## src/rtl/key_pkg.sv

```systemverilog
// rtl/key_pkg.sv - FSM state encoding and default parameter constants for key_debounce
package key_pkg;

    typedef enum logic [1:0] {
        RELEASED     = 2'd0,
        PRESS_WAIT   = 2'd1,
        PRESSED      = 2'd2,
        RELEASE_WAIT = 2'd3
    } key_state_t;

    localparam int DEF_DEBOUNCE_CYCLES = 50000;
    localparam int DEF_LONG_CYCLES     = 12000000;
    localparam int DEF_CNT_W           = 24;
    localparam int DEF_INV_BTN         = 0;

endpackage

```

## src/rtl/sync_2ff.sv

```systemverilog
// rtl/sync_2ff.sv - two-flop synchronizer with asynchronous reset to a configurable level
module sync_2ff #(
    parameter logic RST_VAL = 1'b0
) (
    input  logic clk,
    input  logic rst,
    input  logic d,
    output logic q
);

    logic meta;

    // Two back-to-back flops give the asynchronous input a full cycle to settle.
    always_ff @(posedge clk or posedge rst) begin
        if (rst) begin
            meta <= RST_VAL;
            q    <= RST_VAL;
        end else begin
            meta <= d;
            q    <= meta;
        end
    end

endmodule

```

## src/rtl/key_debounce.sv

```systemverilog
// rtl/key_debounce.sv - push-button debouncer with press/release pulses; long-press behind KEY_DEBOUNCE_LONGPRESS_EN
module key_debounce
    import key_pkg::*;
#(
    parameter int DEBOUNCE_CYCLES = DEF_DEBOUNCE_CYCLES,
    parameter int LONG_CYCLES     = DEF_LONG_CYCLES,
    parameter int CNT_W           = DEF_CNT_W,
    parameter int INV_BTN         = DEF_INV_BTN
) (
    input  logic       clk,
    input  logic       rst,
    input  logic       key_i,
    output logic       key_o,
    output logic       press_o,
    output logic       release_o,
    output logic       long_o,
    output logic [7:0] press_cnt_o
);

    localparam longint CNT_MAX = (64'd1 << CNT_W) - 64'd1;
    localparam logic   INV     = (INV_BTN != 0);
    localparam logic [CNT_W-1:0] DEB_MAX = CNT_W'(DEBOUNCE_CYCLES);

    // Reject cycle parameters that the CNT_W-wide counters cannot hold.
    if (DEBOUNCE_CYCLES < 1 || DEBOUNCE_CYCLES > CNT_MAX ||
        LONG_CYCLES < 1 || LONG_CYCLES > CNT_MAX) begin : g_bad_cycles
        $error("key_debounce: cycle parameters out of range for CNT_W");
    end

    logic             key_sync;
    logic             key_s;
    key_state_t       state;
    key_state_t       next_state;
    logic [CNT_W-1:0] cnt;
    logic [CNT_W-1:0] cnt_next;
    logic             press_acc;
    logic             release_acc;

    // Synchronizer idles at the unpressed pin level so reset never looks like a press.
    sync_2ff #(
        .RST_VAL (INV)
    ) u_sync (
        .clk (clk),
        .rst (rst),
        .d   (key_i),
        .q   (key_sync)
    );

    assign key_s = key_sync ^ INV;

    // State and debounce counter registers.
    always_ff @(posedge clk or posedge rst) begin
        if (rst) begin
            state <= RELEASED;
            cnt   <= '0;
        end else begin
            state <= next_state;
            cnt   <= cnt_next;
        end
    end

    // Next-state logic: a level change must persist DEBOUNCE_CYCLES samples to be accepted.
    always_comb begin
        next_state = state;
        cnt_next   = cnt;
        case (state)
            RELEASED: begin
                if (key_s) begin
                    next_state = PRESS_WAIT;
                    cnt_next   = {{(CNT_W-1){1'b0}}, 1'b1};
                end else begin
                    cnt_next   = '0;
                end
            end
            PRESS_WAIT: begin
                if (!key_s) begin
                    next_state = RELEASED;
                    cnt_next   = '0;
                end else if (cnt == DEB_MAX) begin
                    next_state = PRESSED;
                    cnt_next   = '0;
                end else begin
                    cnt_next   = cnt + 1'b1;
                end
            end
            PRESSED: begin
                if (!key_s) begin
                    next_state = RELEASE_WAIT;
                    cnt_next   = {{(CNT_W-1){1'b0}}, 1'b1};
                end
            end
            RELEASE_WAIT: begin
                if (key_s) begin
                    next_state = PRESSED;
                    cnt_next   = '0;
                end else if (cnt == DEB_MAX) begin
                    next_state = RELEASED;
                    cnt_next   = '0;
                end else begin
                    cnt_next   = cnt + 1'b1;
                end
            end
            default: begin
                next_state = RELEASED;
                cnt_next   = '0;
            end
        endcase
    end

    assign press_acc   = (state == PRESS_WAIT)   && (next_state == PRESSED);
    assign release_acc = (state == RELEASE_WAIT) && (next_state == RELEASED);

    // Registered outputs reflect the transition taken on the same edge.
    always_ff @(posedge clk or posedge rst) begin
        if (rst) begin
            key_o       <= 1'b0;
            press_o     <= 1'b0;
            release_o   <= 1'b0;
            press_cnt_o <= 8'd0;
        end else begin
            key_o     <= (next_state == PRESSED) || (next_state == RELEASE_WAIT);
            press_o   <= press_acc;
            release_o <= release_acc;
            if (press_acc) begin
                press_cnt_o <= press_cnt_o + 8'd1;
            end
        end
    end

`ifdef KEY_DEBOUNCE_LONGPRESS_EN
    localparam logic [CNT_W-1:0] LONG_MAX = CNT_W'(LONG_CYCLES);

    logic [CNT_W-1:0] hold_cnt;
    logic             long_q;

    // Hold time accumulates across release glitches and saturates so long_o fires once per press.
    always_ff @(posedge clk or posedge rst) begin
        if (rst) begin
            hold_cnt <= '0;
            long_q   <= 1'b0;
        end else begin
            long_q <= 1'b0;
            if (next_state == RELEASED) begin
                hold_cnt <= '0;
            end else if (((state == PRESSED) || (state == RELEASE_WAIT)) && (hold_cnt != LONG_MAX)) begin
                hold_cnt <= hold_cnt + 1'b1;
                long_q   <= (hold_cnt == (LONG_MAX - 1'b1));
            end
        end
    end

    assign long_o = long_q;
`else
    assign long_o = 1'b0;
`endif

endmodule

```

## config.mk

```make
export PLATFORM = sky130hd
export DESIGN_NAME = key_debounce
export DESIGN_NICKNAME = d
export VERILOG_FILES = /design/src/rtl/key_pkg.sv /design/src/rtl/sync_2ff.sv /design/src/rtl/key_debounce.sv
export SDC_FILE = /design/constraint.sdc
export NUM_CORES = 1
export LEC_CHECK = 0
export ABC_AREA = 1
export CORE_UTILIZATION = 44
export CTS_CLUSTER_SIZE = 14
export DETAILED_ROUTE_END_ITERATION = 12
export GPL_TIMING_DRIVEN = 0
export PLACE_DENSITY = 0.71
export SLEW_MARGIN = 20
export SYNTH_ARGS = -nofsm -noshare
export SYNTH_HDL_FRONTEND = slang
export SYNTH_SLANG_ARGS = --single-unit
```

## constraint.sdc

```tcl
create_clock -name clk -period 1.9 [get_ports clk]
set_clock_uncertainty 0.2 [all_clocks]
set_input_delay 0.285 -clock clk [delete_from_list [all_inputs] [get_ports clk]]
set_output_delay 0.285 -clock clk [all_outputs]
set_load 0.02 [all_outputs]
```

==> flow_summary.ini <==
[run_status]
status = completed

[layout]
regArea_um2 = 976
fin_cells = 436
fillers = 500
multiInputGateArea_um2 = 1310
final_nets = 371
fin_area_um2 = 2930
drive_gt1_frac = 0.189
diodes = 0
syn_to_final_growth_pct = 23.6
final_core_util = 0.571

[cts]
cts_root_buffer = clkbuf_8
clk_pin_slew_ps = 80
cts_max_path_buffers = 2
cts_buffers = 5
cts_max_level = 2
cts_tree = done
holdBufCountCts = 0
cts.sinks = 39
clk_latency_ps = 300

[sta]
fin_crit_ps = 1820
drv_slew = 0
setup_violations = 0
period_share = 0.957
fmax_mhz = 550
fin_ws_ps = 80.9
slew_headroom = 0.629
tightestPinTransition_ps = 554
tns_ps = 0
rsz0062_at_grt = yes
hold_viol_final = 0

[drt]
vias = 2214
routed_wl_mm = 5.61
drtIter0Drc = 74
antenna_left = 0
dr.pass1.iters = 4
via_per_inst = 5.08
drt-wirelength-per-cell_um = 12.9
drc = 0

[place]
dpl.hpwl_mm = 3.93
port_buffers = 13
placed_area_um2 = 2610
gp_routability_congestion = 0.863
post-place-cells = 418
dp_slack_ps = -35.6

[synthesis]
synthTopCellsByArea = dfrtp_1 41%, nand2_1 15%, nor2_1 7.3%, inv_1 6.0%, nand3_1 5.7%
synth_xor_area_frac = 0.0516
synth_edf_count = 0
synth_top_area_frac = 0.411
ys.flop_type = dfrtp_1
yosysMostFrequentCell = nand2_1
synth_compound_area_frac = 0.0564
ys_async_sr_fraction = 1.00
syn_inst = 334
synth_fa_ha_area_frac = 0.0158
synthTopCellsByCount = 96 x nand2_1, 46 x nor2_1, 39 x dfrtp_1
syn_area_um2 = 2370
ys_seq_area_frac = 0.411
syn_avg_cell_area_um2 = 7.11
yosysUniqueCellTypes = 26
yosysWarnings = 0
synth_top_family_by_area = simple AND/OR/NAND/NOR gates
synth_top_cell_by_area = dfrtp_1
ys_ff_latch = 39
syn_nets = 340
synthSimpleGateAreaFrac = 0.379
synth_mux_area_frac = 0

[pwr]
p_per_area_nw_per_um2 = 559
switching_power_mw = 0.374
seqPwrFrac = 0.513
clkPwrFrac = 0.425
switching_share = 0.228
ir_drop_mv = 0.428
p_int_mw = 1.27
p_leak_nw = 1.37
pwr-share-comb = 0.062

[global_route]
grt_pass1_wl_mm = 9.08
grt_max_degree = 32
overflow = 0
globalRouteTotalUtil = 0.214
antenna_found_initial = 0
first_global_vias = 1976

[critical_path]
path_class = reg -> reg
critical-path-top-delay-family = simple AND/OR/NAND/NOR gates
crit_buf_inv = 4
startpoint_type = flip-flop
cp_max_fo = 5
crit_chain = inv_2, ha_4, inv_2, nor2_2, nand2_1, nor2_2, nand3_2, nand2_4, inv_4, buf_6, nand3_2, o21ai_1
crit_arrival_ps = 1810
regToRegSetupSlack_ps = 80
crit_slowest_cell = dfrtp_1
cp-end-kind = flip-flop
critPathMaxStageDelay_ps = 430
critPathRequiredTime_ps = 1890

[worst_hold_path]
hold_class = in -> async

[die]
core_um2 = 5140
die_w_um = 75.5
rows = 26
fp.dieArea_um2 = 5690
initial_core_util = 0.462
ios = 15
die_h_um = 75.5

[run]
maxCapViolCount = 0
[worst paths after layout]
path	cells after the start	end	start
setup / recovery	12	cnt[10]$_DFFE_PP0P_	cnt[1]$_DFFE_PP0P_
hold / removal	2	release_o$_DFF_PP0_	rst
setup reg to reg	12	cnt[10]$_DFFE_PP0P_	cnt[1]$_DFFE_PP0P_
hold reg to reg	0	u_sync.q$_DFF_PP0_	u_sync.meta$_DFF_PP0_
max in group asynchronous	3	cnt[16]$_DFFE_PP0P_	rst
min in group clk	0	u_sync.q$_DFF_PP0_	u_sync.meta$_DFF_PP0_
[per-layer routing]
layer	global-route usage	vias up	wire length [um]
met5	0	-	0
met4	0.0782	0	108
met3	0.0357	9	167
met2	0.353	29	2730
met1	0.283	1054	2600
li1	-	1122	-
[worst reg2reg max path: stages (launching register included)]
cell     delay (ps)
dfrtp_1         430
inv_2           100
ha_4            140
inv_2            30
nor2_2           80
nand2_1          60
nor2_2          130
nand3_2          90
nand2_4         130
inv_4            50
buf_6           130
nand3_2          50
o21ai_1          60
[cell families (layout without fill, tap and decap cells)]
group | count (synthesis) | after routing
buffers and inverters | 48 | 80
AO/OA/AOI/OAI | 25 | 25
other | 1 | 1
XOR/XNOR | 14 | 14
AND/OR/NAND/NOR | 204 | 204
adder cells (fa/ha/maj) | 3 | 3
flip-flops | 39 | 39
[state kept, by name, indices dropped and copies added (netlist names)]
signal       flops
cnt             24
press_cnt_o      8
state            2
key_o            1
press_o          1
release_o        1
u_sync.meta      1
u_sync.q         1
[through the flow]
stage,power (mW),hold WS (ps)
finish,1.64,5.45
global route,1.70,28.3
CTS,1.64,3.32
detailed placement,0.931,137
global placement,0.925,135
floorplan,0.907,116
[cells in the final DEF (no fill, tap or decap), types with 4 or more instances in the layout]
cell              n
nor2_2            9
a21oi_1           4
nor2_1           44
dfrtp_1          39
nand4_1          14
nand2_1          96
xor2_1           11
clkbuf_8          5
clkdlybuf4s50_1   9
inv_2            10
inv_1            32
buf_4            10
dlymetal6s2s_1    4
nand2_2           4
nand3_1          16
nand3_2          11
o22ai_1           5
o21ai_0           8
o21ai_1           5
[power groups by stage]
stage,sequential (mW),combinational [mW],clock (mW)
floorplan,0.856,0.0507,0
global placement,0.857,0.0678,0
detailed placement,0.857,0.0739,0
CTS,0.840,0.0774,0.721
global route,0.843,0.113,0.745
finish,0.842,0.102,0.698
[timing repair]
item | in CTS | in global routing
pin swaps | 0 | 15
gates resized for setup | 2 | 37
buffers inserted | 1 | 7
endpoints found under the setup margin | 3 | 35
gates cloned | 0 | 2
[cell type report]
class | count | share of cell area
clock buffer | 5 | 0.0235
inverter | 43 | 0.0559
clock inverter | 3 | 0.0149
buffer | 5 | 0.0145
multi-input combinational | 247 | 0.447
tap | 70 | 0.0299
timing repair buffer | 24 | 0.0814
sequential | 39 | 0.333
Note: power is estimated with default switching activity, not from simulation.
